`config.mk`:
```
export PLATFORM = sky130hd
export DESIGN_NAME = fetch_pc_ctrl
export DESIGN_NICKNAME = d
export VERILOG_FILES = /design/src/rtl/fetch_pc_ctrl.sv
export SDC_FILE = /design/constraint.sdc
export NUM_CORES = 1
export LEC_CHECK = 0
export BUFFER_PORTS_ARGS = -buffer_cell sky130_fd_sc_hd__buf_2
export CAP_MARGIN = 20
export CORE_MARGIN = 3
export CORE_UTILIZATION = 53
export DETAILED_ROUTE_END_ITERATION = 10
export PLACE_DENSITY_LB_ADDON = 0.05
export SLEW_MARGIN = 10
export SYNTH_ARGS = -nofsm -noshare
export SYNTH_HDL_FRONTEND = slang
export SYNTH_SLANG_ARGS = --single-unit
```
`constraint.sdc`:
```
create_clock -name clk -period 3.65 [get_ports clk]
set_input_delay 0.73 -clock clk [delete_from_list [all_inputs] [get_ports clk]]
set_output_delay 0.73 -clock clk [all_outputs]
set_load 0.01 [all_outputs]
```
`src/rtl/fetch_pc_ctrl.sv`:
```
// fetch_pc_ctrl: IF-stage PC generator and instruction-fetch sequencer.
//
// Issues one instruction-memory request at a time and captures the returned
// word into a one-entry IF/ID buffer (validF/instrF/pcF). It applies the
// redirect computed in ID, always fetching and delivering the single MIPS
// branch delay slot first. An exception/ERET flush overrides everything, and
// any fetch still in flight when the flush lands is discarded.
//
// Optional build macro: FETCH_ADEL_EN
//   When defined, a misaligned fetch address is not sent to memory. Instead an
//   address-error marker is delivered (excF=1, instrF=0, pcF=bad address), and
//   fetch parks until the next exc_flush.
//   When undefined, excF is tied 0 and addresses are issued as-is.
//
// Ports:
//   clk, resetn            clock, synchronous active-low reset
//   stallF                 IF/ID cannot accept; the buffer is held
//   redirD, redir_targetD  one-cycle redirect pulse from ID, and its target
//   pcD                    PC of the redirecting instruction in ID
//   exc_flush, exc_pc      exception/ERET flush and its destination
//   inst_req, inst_addr    memory request valid and address
//   inst_addr_ok           request accepted this cycle
//   inst_data_ok           read data returned this cycle
//   inst_rdata             read data
//   validF, instrF, pcF    IF/ID buffer: valid flag, instruction, and its PC
//   excF                   address-error flag for the buffered entry
module fetch_pc_ctrl #(
    parameter int              XLEN     = 32,
    parameter logic [XLEN-1:0] RESET_PC = 32'hBFC0_0000
) (
    input  logic            clk,
    input  logic            resetn,
    input  logic            stallF,
    input  logic            redirD,
    input  logic [XLEN-1:0] redir_targetD,
    input  logic [XLEN-1:0] pcD,
    input  logic            exc_flush,
    input  logic [XLEN-1:0] exc_pc,
    output logic            inst_req,
    output logic [XLEN-1:0] inst_addr,
    input  logic            inst_addr_ok,
    input  logic            inst_data_ok,
    input  logic [XLEN-1:0] inst_rdata,
    output logic            validF,
    output logic [XLEN-1:0] instrF,
    output logic [XLEN-1:0] pcF,
    output logic            excF
);

    typedef enum logic [1:0] {S_REQ, S_WAIT, S_DROP} stateT;

    stateT           state, stateNxt;
    logic [XLEN-1:0] pcNxt;        // next sequential fetch address
    logic            pend;         // redirect target not yet issued
    logic [XLEN-1:0] pendTarget;
    logic            dsIssued;     // delay slot of the pending branch already sent
    logic [XLEN-1:0] reqAddr;      // address of the fetch in flight

    logic [XLEN-1:0] issueAddr;
    logic [XLEN-1:0] pcAfter;
    logic            bufFree;
    logic            consume;
    logic            misalign;
    logic            reqRaw;
    logic            accept;
    logic            fill;
    logic            adelLoad;

`ifdef FETCH_ADEL_EN
    logic            adelHeld;     // address-error entry already delivered
`endif

    // The delay slot goes out before the target. Only after it has been
    // issued does the pending target replace the sequential PC.
    assign issueAddr = (pend && dsIssued) ? pendTarget : pcNxt;
    assign bufFree   = !validF || !stallF;
    assign consume   = validF && !stallF;
    assign inst_addr = issueAddr;
    assign inst_req  = reqRaw && resetn;
    assign accept    = inst_req && inst_addr_ok;

    // The sequential PC after this edge. Used to decide whether the delay slot
    // is already out, which also covers the slot being accepted in the same
    // cycle as the redirect.
    assign pcAfter   = accept ? issueAddr + XLEN'(4) : pcNxt;

`ifdef FETCH_ADEL_EN
    assign misalign  = issueAddr[1:0] != 2'b00;
`else
    assign misalign  = 1'b0;
`endif

    always_comb begin
        stateNxt = state;
        reqRaw   = 1'b0;
        fill     = 1'b0;
        adelLoad = 1'b0;
        case (state)
            S_REQ: begin
                if (bufFree) begin
                    if (misalign) begin
`ifdef FETCH_ADEL_EN
                        adelLoad = !adelHeld;
`endif
                    end else begin
                        reqRaw = 1'b1;
                    end
                end
                if (accept) stateNxt = S_WAIT;
            end
            S_WAIT: begin
                if (inst_data_ok) begin
                    fill     = 1'b1;
                    stateNxt = S_REQ;
                end
            end
            S_DROP: begin
                if (inst_data_ok) stateNxt = S_REQ;
            end
            default: stateNxt = S_REQ;
        endcase
        // Flush: nothing is captured, and a fetch still in flight (just
        // accepted, or not yet returned) must drain through S_DROP.
        if (exc_flush) begin
            fill     = 1'b0;
            adelLoad = 1'b0;
            if (state == S_REQ)
                stateNxt = accept ? S_DROP : S_REQ;
            else
                stateNxt = inst_data_ok ? S_REQ : S_DROP;
        end
    end

    always_ff @(posedge clk) begin
        if (!resetn) begin
            state      <= S_REQ;
            pcNxt      <= RESET_PC;
            pend       <= 1'b0;
            pendTarget <= '0;
            dsIssued   <= 1'b0;
            reqAddr    <= '0;
            validF     <= 1'b0;
            instrF     <= '0;
            pcF        <= '0;
        end else begin
            state <= stateNxt;
            if (accept) reqAddr <= issueAddr;

            if (exc_flush) begin
                pcNxt    <= exc_pc;
                pend     <= 1'b0;
                dsIssued <= 1'b0;
            end else begin
                if (accept) pcNxt <= issueAddr + XLEN'(4);
                if (redirD) begin
                    pend       <= 1'b1;
                    pendTarget <= redir_targetD;
                    dsIssued   <= (pcAfter != pcD + XLEN'(4));
                end else if (accept && pend) begin
                    if (dsIssued) pend     <= 1'b0;   // target went out
                    else          dsIssued <= 1'b1;   // delay slot went out
                end
            end

            // A refill on the same edge as consumption keeps validF high.
            if (exc_flush) begin
                validF <= 1'b0;
            end else if (fill) begin
                validF <= 1'b1;
                instrF <= inst_rdata;
                pcF    <= reqAddr;
            end else if (adelLoad) begin
                validF <= 1'b1;
                instrF <= '0;
                pcF    <= issueAddr;
            end else if (consume) begin
                validF <= 1'b0;
            end
        end
    end

`ifdef FETCH_ADEL_EN
    always_ff @(posedge clk) begin
        if (!resetn) begin
            excF     <= 1'b0;
            adelHeld <= 1'b0;
        end else begin
            if (exc_flush) begin
                excF     <= 1'b0;
                adelHeld <= 1'b0;
            end else if (fill) begin
                excF <= 1'b0;
            end else if (adelLoad) begin
                excF     <= 1'b1;
                adelHeld <= 1'b1;
            end else if (consume) begin
                excF <= 1'b0;
            end
        end
    end
`else
    assign excF = 1'b0;
`endif

endmodule

```
* Yosys cells after proc, flatten, opt, wreduce, memory -nomap -nowiden
Index checks and enable logic that the tools add are counted.
** Operators by class
- $lt $le $gt $ge :: 0
- Muxes and demuxes :: 22
- Div/mod/pow operators :: 0
- Add/sub/neg operators :: 2
- Reduce and logical (&&, ||, !) cells :: 18
- Multiply operators :: 0
- Equal/unequal tests :: 5
- Shift-type cells :: 0
- Bitwise logic cells :: 2
** Operators by type and width (count)
- 32-bit 2-to-1 mux :: 3
- 32-bit by 3-bit adder with 32-bit output, second input constant :: 2
- 32-bit != test :: 1
- 1-bit 2-to-1 mux :: 12
- 2-bit 2-to-1 mux :: 6
- 2-bit AND reduction :: 4
- 2-bit nonzero test :: 3
- 1-bit logical AND :: 5
- 2-bit one-hot mux with 2 select lines :: 1
- 2-bit OR reduction :: 2
- 3-bit by 1-bit != test with 1-bit output, second input constant :: 1
- 3-bit != test, second input constant :: 1
- 2-bit by 1-bit == test with 1-bit output, second input constant :: 1
- 2-bit == test, second input constant :: 1
- 1-bit zero test :: 2
- 2-bit zero test :: 1
- 1-bit inverter :: 2
- 1-bit logical OR :: 1
** Storage, ports and cells
- Flip-flop bits (word level) :: 165
- Bits in read-only memories :: 0
- Output and inout bits :: 99
- Memory bits (writable) :: 0
- Word-level logic and storage cells :: 58
- Memories :: 0
- Bits of input ports :: 135
- Latch bits :: 0

* Longest topological paths before layout
Gate-level depths: netlist (run 1).
- Depth after elaboration :: 9
- Depth in mapped cells :: 17
- Depth with buffers taken out :: 13

* Worst setup path before layout (run 1)
Ideal clock, no wire load.
- Path kind :: reg2reg
- Start point :: reg pend
- End point :: reg dsIssued
- Stages on the path, launching flop included :: 16
- Data arrival time :: 3.378 ns
- Slack :: 0.143 ns
- Library setup time :: 0.129 ns
- Cell sequence :: dfxtp_1 and2_4 buf_6 buf_12 buf_8 o21ai_0 ha_1 o211a_2 nand4_2 nor4_1 o31ai_4 xnor2_1 a2111oi_2 nand3_1 nor4_1 a31oi_1
** Between the ends
- Cells in the longest elaborated chain, start to end :: 6
- Elaborated cells on any way between the ends :: 8
- Classes of those cells :: add/sub: 1; eq/ne: 1; mux: 3; reduce/logical: 3
** RTL lines
- start: declaration :: RTL line 54 : logic pend;
- start signal: assignment :: RTL line 138 : pend <= 1'b0;
- start signal: assignment :: RTL line 151 : pend <= 1'b0;
- start signal: assignment :: RTL line 156 : pend <= 1'b1;
- 1-bit logical AND :: RTL line 75 : assign issueAddr = (pend && dsIssued) ? pendTarget : pcNxt;
- 32-bit 2-to-1 mux :: RTL line 75
- named net inst_addr[3] :: RTL line 40 : output logic [XLEN-1:0] inst_addr,
- 32-bit by 3-bit adder with 32-bit output :: RTL line 85 : assign pcAfter = accept ? issueAddr + XLEN'(4) : pcNxt;
- 32-bit 2-to-1 mux
- 32-bit != test :: RTL line 158 : dsIssued <= (pcAfter != pcD + XLEN'(4));
- 1-bit 2-to-1 mux :: RTL line 155 : if (redirD) begin
- end signal: assignment :: RTL line 158
- end: declaration :: RTL line 56 : logic dsIssued;
The timed path passes the listed nets, and every way through them passes these cells.
A chain may end at the register's enable or synchronous reset.

* Worst setup path in the final report (run 1)
- Start point :: reg pend
- End point :: reg dsIssued
** Between the ends
- Cells in the longest elaborated chain, start to end :: 6
- Elaborated cells on any way between the ends :: 8
- Classes of those cells :: add/sub: 1; eq/ne: 1; mux: 3; reduce/logical: 3
** RTL lines (RTL line)
- 1-bit logical AND :: 75
- 32-bit 2-to-1 mux :: 75
- 32-bit by 3-bit adder with 32-bit output :: 85
- 32-bit 2-to-1 mux
- 32-bit != test :: 158
- 1-bit 2-to-1 mux :: 155
Several ways; a longest one is shown, not always the timed one.

==> flow_metrics.env, run 1 <==
export IMPL_status="complete, no violations"
export IMPL_final_cell_mix="nand2_1, buf_2, dfxtp_1"
export IMPL_root_buffer="clkbuf_16"
export IMPL_async_flop_share_pct=0
export IMPL_fin_ws_ns=0.369
export IMPL_antenna_found_initial=0
export IMPL_stdcell_count=1520
export IMPL_syn_inst=1090
export IMPL_ys_types=69
export IMPL_setup_tns_final_ns=0
export IMPL_synthFlopType="dfxtp_1"
export IMPL_clk_pin_slew_ns=0.07
export IMPL_ctsHtreeMaxLevel=4
export IMPL_r2r_cells=13
export IMPL_fmax_mhz=305
export IMPL_die_area_um2=17500
export IMPL_dp_hpwl_mm=18.2
export IMPL_crit_path_start_kind="register"
export IMPL_track_usage_pct=26.8
export IMPL_fin_util_pct=67.7
export IMPL_post_route_period_util_pct=89.9
export IMPL_gp_congestion=0.910
export IMPL_yosys_area_share_simple_pct=25.7
export IMPL_seq_area_um2=3300
export IMPL_synth_top_family_by_area="simple AND/OR/NAND/NOR gates"
export IMPL_grt_start_max_net_pins=65
export IMPL_row_count=45
export IMPL_synth_compound_area_share_pct=16.8
export IMPL_critPathRequiredTime_ns=3.94
export IMPL_rsz0062_at_grt="no"
export IMPL_wl_per_cell_um=16.1
export IMPL_die_w_um=132
export IMPL_hold_viol=0
export IMPL_finalMaxSlewViolations=0
export IMPL_grt_pass1_vias=7310
export IMPL_start_util_pct=54.9
export IMPL_pin_count=234
export IMPL_syn_nets=1229
export IMPL_diodes=0
export IMPL_insertion_delay_ns=0.43
export IMPL_io_buffers=232
export IMPL_cts_sinks=165
export IMPL_drive_gt1_share_pct=25.2
export IMPL_area_growth_syn_to_layout_pct=23.2
export IMPL_yosys_warnings=0
export IMPL_finalCriticalPeriod_ns=3.28
export IMPL_drv_cap=0
export IMPL_multi_input_area_um2=4730
export IMPL_grt_pass1_wl_mm=38.2
export IMPL_drt_pre_antenna_iters=5
export IMPL_ant_nets=0
export IMPL_postCtsHoldBufs=0
export IMPL_ir_worst_vdd_mv=0.315
export IMPL_synth_mux_area_fraction_pct=5.42
export IMPL_worstHoldPathCells=2
export IMPL_worstPathArrival_ns=3.57
export IMPL_gr_total_overflow=0
export IMPL_drc=0
export IMPL_relSlewSlack_pct=54.7
export IMPL_avgViaCountPerCell=5.44
export IMPL_leakagePower_nw=4.47
export IMPL_crit_fanout=12
export IMPL_place_inst=1489
export IMPL_cp_end_kind="register"
export IMPL_pre_cts_ws_ns=0.342
export IMPL_post_cts_repair_setup_buffers=0
export IMPL_p_per_area_nw_per_um2=418
export IMPL_worst_pin_slew_ns=0.680
export IMPL_synth_xor_area_share_pct=7.16
export IMPL_worstSetupPathType="reg2reg"
export IMPL_fillers=1406
export IMPL_setup_viol=0
export IMPL_skew_ns=0.0131
export IMPL_synth_area_per_cell_um2=7.74
export IMPL_synth_edf_count=0
export IMPL_die_h_um=132
export IMPL_final_common_cell="nand2_1"
export IMPL_cts_max_path_buffers=2
export IMPL_wl_mm=24.5
export IMPL_core_um2=15400
export IMPL_synth_seq_cells=165
export IMPL_vias=8264
export IMPL_syn_area_um2=8440
export IMPL_cts_tree="done"
export IMPL_final_net_count=1436
export IMPL_hp_class="reg2reg"
export IMPL_drt_initial_drc_count=625
export IMPL_synth_seq_area_share_pct=39.1
export IMPL_cts_made_buffers=17
export IMPL_synth_fa_ha_area_share_pct=0.593
export IMPL_ctsResizeCount=0
-- metal layers --
layer  share of wire [%]  track usage [%]
met1                  48             40.8
met5                   0                0
met4                 1.5             6.70
met2                  41             38.6
met3                 8.7             5.73
-- through the flow --
| stage | area, um2 | power, mW | hold slack, ns |
|---|---|---|---|
| 3_5_place_dp | 9800 | 2.61 | 0.442 |
| 3_3_place_gp | 9800 | 2.60 | 0.438 |
| 5_1_grt | 10400 | 4.52 | 0.466 |
| 2_1_floorplan | 8440 | 2.35 | 0.429 |
| 4_1_cts | 10400 | 4.36 | 0.452 |
| 6_report | 10400 | 4.35 | 0.451 |
-- logic make-up (layout without fill, tap and decap cells) --
kind of cell | after synthesis | after routing
muxes | 45 | 45
buffers and inverters | 100 | 319
xor gates and xnor gates | 69 | 69
adders and majority gates | 4 | 4
DFF | 165 | 165
other | 1 | 1
AOI/OAI and AO/OA | 227 | 227
and+or+nand+nor | 479 | 479
-- cells in the mapped netlist, types with 4 or more instances --
master,count,area share [%]
nor4_1,8,0.59
dfxtp_1,165,39
a21oi_1,118,7.0
a211oi_1,32,2.8
o21ai_0,25,1.5
mux2i_1,39,4.6
xor2_1,19,2.0
o21ai_1,9,0.53
mux2_2,5,0.67
nand3_1,20,1.2
buf_1,7,0.31
nor3_1,17,1.0
nand4_1,36,2.7
o21ai_2,8,0.83
buf_2,8,0.47
nand2b_1,5,0.37
nand2_1,273,12
o211a_1,5,0.59
clkbuf_1,50,2.2
nor2_1,77,3.4
nand3b_1,4,0.36
xnor2_1,50,5.2
inv_1,26,1.2
ha_1,4,0.59
and3_1,10,0.74
-- where the power goes --
group | internal [mW] | switching, mW | total, mW
Clock | 0.977 | 0.790 | 1.77
Combinational | 0.264 | 0.380 | 0.644
Sequential | 1.88 | 0.0620 | 1.94
Total | 3.12 | 1.23 | 4.35
-- critical path, stage by stage, from the launching register on --
cell and delay, ns:
dfxtp_1 0.39, and2_4 0.28, nand2_1 0.07, o21ai_0 0.11
ha_1 0.22, o211a_2 0.25, nand4_4 0.19, nor4_1 0.46
o31ai_4 0.13, xnor2_1 0.16, a2111oi_2 0.29, nand3_1 0.12
nor4_1 0.33, a31oi_1 0.15
-- sequential cells by signal, indices dropped and copies added (netlist names) --
register and flops:
instrF 32, pcF 32, pcNxt 32, pendTarget 32, reqAddr 32, state 2
dsIssued 1, pend 1, validF 1
-- worst paths after layout --
kind	endpoint	slack [ns]	from
worst min register to register	instrF[10]	0.45	instrF[10]
worst max register to register	dsIssued	0.37	pend
worst min-delay path	instrF[10]	0.45	instrF[10]
worst max-delay path	dsIssued	0.37	pend
-- area by class of cell --
class / instances / share of cell area [%]
Multi-Input combinational cell: 825 / 45.5
Sequential cell: 165 / 31.8
Timing Repair Buffer: 260 / 13.5
Clock buffer: 18 / 4.22
Tap cell: 211 / 2.54
Clock inverter: 13 / 1.37
Inverter: 28 / 1.03
Power figures use the tool's default switching activity.
==> inputs of run 2 (changes only) <==
--- a/config.mk
+++ b/config.mk
@@ -11,6 +11,7 @@
 export CORE_UTILIZATION = 53
 export DETAILED_ROUTE_END_ITERATION = 10
 export PLACE_DENSITY_LB_ADDON = 0.05
+export SETUP_SLACK_MARGIN = 0.4
 export SLEW_MARGIN = 10
 export SYNTH_ARGS = -nofsm -noshare
 export SYNTH_HDL_FRONTEND = slang
==> flow_metrics.env, run 2 (synthesis gave the netlist of run 1 again) <==
export IMPL_core_um2=15400
export IMPL_leakagePower_nw=4.54
export IMPL_power_switching_share_pct=28.1
export IMPL_clk_pin_slew_ns=0.07
export IMPL_crit_slowest_cell="dfxtp_1"
export IMPL_drt_initial_drc_count=747
export IMPL_worst_pin_slew_ns=0.824
export IMPL_cp_cell_sequence="and2_4 > nand2_1 > o21ai_2 > ha_4 > o211a_4 > nand4_4 > o31a_1 > o31ai_4 > xnor2_1 > a2111oi_2 > nand3_1 > nor4_1 > a31oi_1"
export IMPL_ctsHtreeMaxLevel=4
export IMPL_gr_total_overflow=0
export IMPL_setup_tns_final_ns=0
export IMPL_root_buffer="clkbuf_16"
export IMPL_power_frac_clock_pct=41.5
export IMPL_io_buffers=232
export IMPL_crit_path_start_kind="register"
export IMPL_cp_slowest_stage_delay_ns=0.41
export IMPL_finalCriticalPeriod_ns=3.08
export IMPL_cts_made_buffers=17
export IMPL_multi_input_area_um2=4800
export IMPL_worstHoldStart="reqAddr[9]"
export IMPL_place_inst=1483
export IMPL_pin_count=234
export IMPL_seqPwrFrac_pct=43.9
export IMPL_fin_util_pct=68.4
export IMPL_vias=8288
export IMPL_cp_startpoint="pend"
export IMPL_finalInstanceArea_um2=10500
export IMPL_drt_pre_antenna_iters=5
export IMPL_p_switching_mw=1.24
export IMPL_hp_class="reg2reg"
export IMPL_die_h_um=132
export IMPL_cp_end_kind="register"
export IMPL_area_growth_syn_to_layout_pct=24.6
export IMPL_ff2ff_setup_slack_ns=0.57
export IMPL_wl_per_cell_um=16.2
export IMPL_final_cell_mix="nand2_1, buf_2, dfxtp_1"
export IMPL_reg2reg_from="pend"
export IMPL_worstSetupPathType="reg2reg"
export IMPL_gp_congestion=0.924
export IMPL_relSlewSlack_pct=45.1
export IMPL_critPathTopFamily="compound AO/OA/AOI/OAI gates"
export IMPL_path_depth=13
export IMPL_critPathRequiredTime_ns=3.95
export IMPL_antenna_found_initial=0
export IMPL_finalMaxSlewViolations=0
export IMPL_insertion_delay_ns=0.43
export IMPL_p_per_area_nw_per_um2=419
export IMPL_drc=0
export IMPL_postCtsHoldBufs=0
export IMPL_final_common_cell="nand2_1"
export IMPL_stdcell_count=1526
export IMPL_crit_fanout=7
export IMPL_cts_sinks=165
export IMPL_fmax_mhz=325
export IMPL_cts_max_path_buffers=2
export IMPL_wl_mm=24.8
export IMPL_post_route_period_util_pct=84.3
export IMPL_internal_power_mw=3.17
export IMPL_cts_tree="done"
export IMPL_fillers=1391
export IMPL_avgViaCountPerCell=5.43
export IMPL_crit_buf_inv=0
export IMPL_ant_nets=0
export IMPL_die_w_um=132
export IMPL_worstPathArrival_ns=3.38
export IMPL_rr_endpoint="dsIssued"
export IMPL_p_comb_share_pct=14.7
export IMPL_r2r_cells=13
export IMPL_p_total_mw=4.41
export IMPL_hold_viol=0
export IMPL_track_usage_pct=27.0
export IMPL_grt_pass1_wl_mm=38.4
export IMPL_drive_gt1_share_pct=25.9
export IMPL_ir_worst_vdd_mv=0.330
export IMPL_start_util_pct=54.9
export IMPL_drv_cap=0
export IMPL_grt_pass1_vias=7223
export IMPL_status="complete, no violations"
export IMPL_placed_area_um2=9770
export IMPL_grt_start_max_net_pins=58
export IMPL_endpoint="dsIssued"
export IMPL_rsz0062_at_grt="no"
export IMPL_final_net_count=1441
export IMPL_dp_hpwl_mm=18.3
export IMPL_setup_viol=0
export IMPL_seq_area_um2=3300
export IMPL_diodes=0
export IMPL_row_count=45
export IMPL_die_area_um2=17500
export IMPL_skew_ns=0.00957
[run 2: cell type report]
cell class / instances / share of cell area [%]
clock buffers: 18 / 4.08
multi-input cells: 826 / 45.7
repair buffers: 264 / 13.7
inverters: 28 / 1.02
well taps: 211 / 2.51
flip-flops and latches: 165 / 31.4
clock inverters: 14 / 1.58
[run 2: timing repair]
| action | in CTS | in global routing |
|---|---|---|
| endpoints found under the setup margin | 1 | 1 |
| gates cloned | 0 | 1 |
| setup buffers | 5 | 5 |
| endpoints found under the hold margin | 0 | 0 |
| pin swaps | 2 | 2 |
| gates resized for setup | 2 | 9 |
[run 2: per-layer routing]
layer / GRT usage [%] / wire (um) / vias to the layer above
li1: - / - / 4163
met1: 40.9 / 12000 / 3752
met2: 39.6 / 10500 / 348
met3: 4.85 / 1950 / 25
met4: 6.64 / 316 / 0
met5: 0 / 0 / -
[run 2: power by group through the flow]
stage	sequential (mW)	combinational, mW	clock (mW)
after floorplan	1.95	0.401	0
after global placement	1.97	0.628	0
after detailed placement	1.97	0.630	0
after CTS	1.93	0.634	1.84
after global routing	1.94	0.710	1.93
final	1.93	0.647	1.83
[run 2: worst min path at each step]
stage | end | slack, ns | cells past startpoint
2_1_floorplan | pcF[0] | 0.43 | 2
3_3_place_gp | pcF[2] | 0.44 | 2
3_5_place_dp | instrF[11] | 0.44 | 2
4_1_cts | pcF[13] | 0.45 | 2
5_1_grt | instrF[14] | 0.47 | 2
6_report | pcF[9] | 0.45 | 2
[run 2: stage by stage]
| step | worst slack, ns | hold WS [ns] |
|---|---|---|
| after floorplan | 0.421 | 0.429 |
| after global placement | 0.307 | 0.435 |
| after detailed placement | 0.228 | 0.444 |
| after CTS | 0.438 | 0.451 |
| after global routing | 0.409 | 0.469 |
| final | 0.572 | 0.451 |
[run 2: worst min-delay path, stage by stage, from the launching register on]
cell and delay, ns:
dfxtp_1 0.31, nand2_1 0.05, a21oi_1 0.05
==> inputs of run 3 (changes only) <==
--- a/config.mk
+++ b/config.mk
@@ -5,10 +5,11 @@
 export SDC_FILE = /design/constraint.sdc
 export NUM_CORES = 1
 export LEC_CHECK = 0
+export ABC_AREA = 1
 export BUFFER_PORTS_ARGS = -buffer_cell sky130_fd_sc_hd__buf_2
 export CAP_MARGIN = 20
 export CORE_MARGIN = 3
-export CORE_UTILIZATION = 53
+export CORE_UTILIZATION = 48
 export DETAILED_ROUTE_END_ITERATION = 10
 export PLACE_DENSITY_LB_ADDON = 0.05
 export SETUP_SLACK_MARGIN = 0.4
==> constraint.sdc (replaced) <==
create_clock -name clk -period 2.6 [get_ports clk]
set_input_delay 0.52 -clock clk [delete_from_list [all_inputs] [get_ports clk]]
set_output_delay 0.52 -clock clk [all_outputs]
set_load 0.01 [all_outputs]
==> flow_metrics.env, run 3 <==
export IMPL_status="complete, no violations"
export IMPL_grt_pass1_wl_mm=48.9
export IMPL_final_net_count=1854
export IMPL_worst_hold_path_endpoint="instrF[1]"
export IMPL_grt_pass1_vias=9373
export IMPL_drive_gt1_share_pct=28.0
export IMPL_power_frac_clock_pct=39.8
export IMPL_start_util_pct=49.4
export IMPL_hold_slack_ns=0.298
export IMPL_cts_made_buffers=17
export IMPL_crit_fanout=25
export IMPL_pre_cts_ws_ns=-0.0307
export IMPL_antenna_found_initial=0
export IMPL_placed_area_um2=10900
export IMPL_drc=0
export IMPL_synth_edf_count=0
export IMPL_synth_area_leaders="dfxtp_1, nor2_1, nand2_1, o21ai_0, nand3_1"
export IMPL_cp_end_kind="register"
export IMPL_drt_initial_drc_count=763
export IMPL_avgViaCountPerCell=5.29
export IMPL_hp_class="in2reg"
export IMPL_ctsHtreeMaxLevel=4
export IMPL_worst_pin_slew_ns=0.584
export IMPL_skew_ns=0.0116
export IMPL_pin_count=234
export IMPL_relSlewSlack_pct=61.1
export IMPL_ff2ff_setup_slack_ns=0.15
export IMPL_synth_top_area_share_pct=37.0
export IMPL_worstPathArrival_ns=2.78
export IMPL_io_buffers=232
export IMPL_die_w_um=142
export IMPL_yosysTopAreaCell="dfxtp_1"
export IMPL_ir_worst_vdd_mv=0.431
export IMPL_fmax_mhz=409
export IMPL_syn_inst=1430
export IMPL_root_buffer="clkbuf_16"
export IMPL_p_switching_mw=2.00
export IMPL_leakagePower_nw=6.08
export IMPL_insertion_delay_ns=0.44
export IMPL_final_common_cell="nor2_1"
export IMPL_crit_path_start_kind="register"
export IMPL_syn_area_um2=8930
export IMPL_clk_pin_slew_ns=0.07
export IMPL_rsz0062_at_grt="yes"
export IMPL_finalCriticalPeriod_ns=2.45
export IMPL_ant_nets=0
export IMPL_fin_ws_ns=0.155
export IMPL_synth_seq_cells=165
export IMPL_cts_max_path_buffers=2
export IMPL_area_growth_syn_to_layout_pct=33.1
export IMPL_worstHoldPathCells=3
export IMPL_hold_viol=0
export IMPL_drt_pre_antenna_iters=5
export IMPL_r2r_cells=18
export IMPL_yosys_warnings=0
export IMPL_seqPwrFrac_pct=41.6
export IMPL_critPathRequiredTime_ns=2.93
export IMPL_synth_most_common_cell="nor2_1"
export IMPL_final_cell_mix="nor2_1, nand2_1, buf_2"
export IMPL_finalMaxSlewViolations=0
export IMPL_track_usage_pct=30.3
export IMPL_post_route_period_util_pct=94.0
export IMPL_syn_nets=1569
export IMPL_diodes=0
export IMPL_row_count=49
export IMPL_grt_start_max_net_pins=143
export IMPL_fin_util_pct=65.7
export IMPL_internal_power_mw=4.61
export IMPL_rr_endpoint="dsIssued"
export IMPL_synth_area_per_cell_um2=6.24
export IMPL_cts_tree="done"
export IMPL_wl_mm=32.1
export IMPL_finalInstanceArea_um2=11900
export IMPL_ys_types=36
export IMPL_synthFlopType="dfxtp_1"
export IMPL_p_total_mw=6.61
export IMPL_p_per_area_nw_per_um2=556
export IMPL_cts_sinks=165
export IMPL_gp_congestion=0.978
export IMPL_wl_per_cell_um=16.4
export IMPL_reg2reg_from="pend"
export IMPL_p_comb_share_pct=18.6
export IMPL_worstHoldStart="inst_rdata[1]"
export IMPL_die_h_um=142
export IMPL_vias=10300
export IMPL_core_um2=18100
export IMPL_worstSetupPathType="reg2reg"
export IMPL_drv_cap=0
export IMPL_dp_hpwl_mm=23.5
export IMPL_ys_top_cells_by_count="nor2_1, nand2_1, dfxtp_1, o21ai_0, nand3_1"
export IMPL_power_switching_share_pct=30.3
export IMPL_async_flop_share_pct=0
export IMPL_setup_viol=0
export IMPL_synth_seq_area_share_pct=37.0
export IMPL_die_area_um2=20300
export IMPL_gr_total_overflow=0
==> run 3: cell types whose count changed in the layout (fill, tap and decap cells not counted), sizes merged, moves of 9 or more <==
cell	change
nand3	+95
a21oi	-65
buf	+65
inv	+72
xor2	-9
xnor2	-45
and3	-10
or2	+19
o21ai	+121
nor2	+262
mux2i	-39
nand4	-13
nand2	+52
a211oi	-33
==> run 3: power groups by stage <==
stage	sequential, mW	clock (mW)	combinational [mW]
6_report	2.75	2.63	1.23
5_1_grt	2.76	2.77	1.36
4_1_cts	2.74	2.66	1.16
3_5_place_dp	2.80	0	1.14
3_3_place_gp	2.80	0	1.13
2_1_floorplan	2.79	0	0.646
==> run 3: what timing repair did <==
| action | 4_1_cts | 5_1_grt |
|---|---|---|
| cloned | 0 | 3 |
| resized for setup | 30 | 48 |
| pin swaps | 9 | 10 |
| buffers inserted | 5 | 10 |
| setup endpoints to repair | 12 | 13 |
| hold buffers | 0 | 0 |
==> run 3: kinds of logic (layout without fill, tap and decap cells) <==
family,count (synthesis),after routing,synth area share (%)
AO/OA/AOI/OAI,229,229,13.1
XOR/XNOR,15,15,1.47
adder cells (fa/ha/maj),4,4,0.561
buffers and inverters,169,467,7.71
flip-flops,165,165,37.0
other,1,1,0.0420
AND/OR/NAND/NOR,847,847,40.2
==> run 3: routing by layer <==
| metal | up-vias | GRT usage [%] | wire [um] | part of all wire, % |
|---|---|---|---|---|
| li1 | 5187 | - | - | - |
| met1 | 4674 | 40.5 | 14000 | 44 |
| met2 | 429 | 49.3 | 14800 | 46 |
| met3 | 59 | 4.94 | 2200 | 6.8 |
| met4 | 0 | 11.7 | 1130 | 3.5 |
| met5 | - | 0 | 0 | 0 |
==> run 3: critical path: stages (launching register included) <==
cell	delay, ns
dfxtp_4	0.41
buf_12	0.18
nand3_1	0.21
nand2_1	0.15
nand2_1	0.12
nor2_1	0.18
nand2_1	0.09
nor2_2	0.15
nand2_1	0.07
nand2_1	0.07
nand3_1	0.09
nand2_1	0.07
nand2_1	0.05
nor2_1	0.12
nand2_1	0.07
nor2_2	0.11
nand3_1	0.09
nand2_1	0.06
inv_1	0.04
==> run 3: how the worst max path moves through the flow <==
stage,cells after the start,end,from
2_1_floorplan,20,dsIssued,pend
3_3_place_gp,17,dsIssued,pcD[2]
3_5_place_dp,17,dsIssued,pcD[2]
4_1_cts,20,dsIssued,dsIssued
5_1_grt,18,dsIssued,pend
6_report,18,dsIssued,pend
==> run 3: final cells by class <==
class / instances / area [um2]
clock buffers: 18 / 429
clock inverters: 14 / 166
fillers: 1716 / 6200
inverters: 103 / 387
multi-input cells: 1096 / 5210
flip-flops and latches: 165 / 3310
well taps: 229 / 287
repair buffers: 332 / 2090
==> run 3: per-stage QoR <==
stage | TNS, ns | instances
floorplan | 0 | 1430
global placement | -0.00515 | 1907
detailed placement | -0.0307 | 1907
CTS | 0 | 1944
global route | -0.0164 | 1957
finish | 0 | 1957
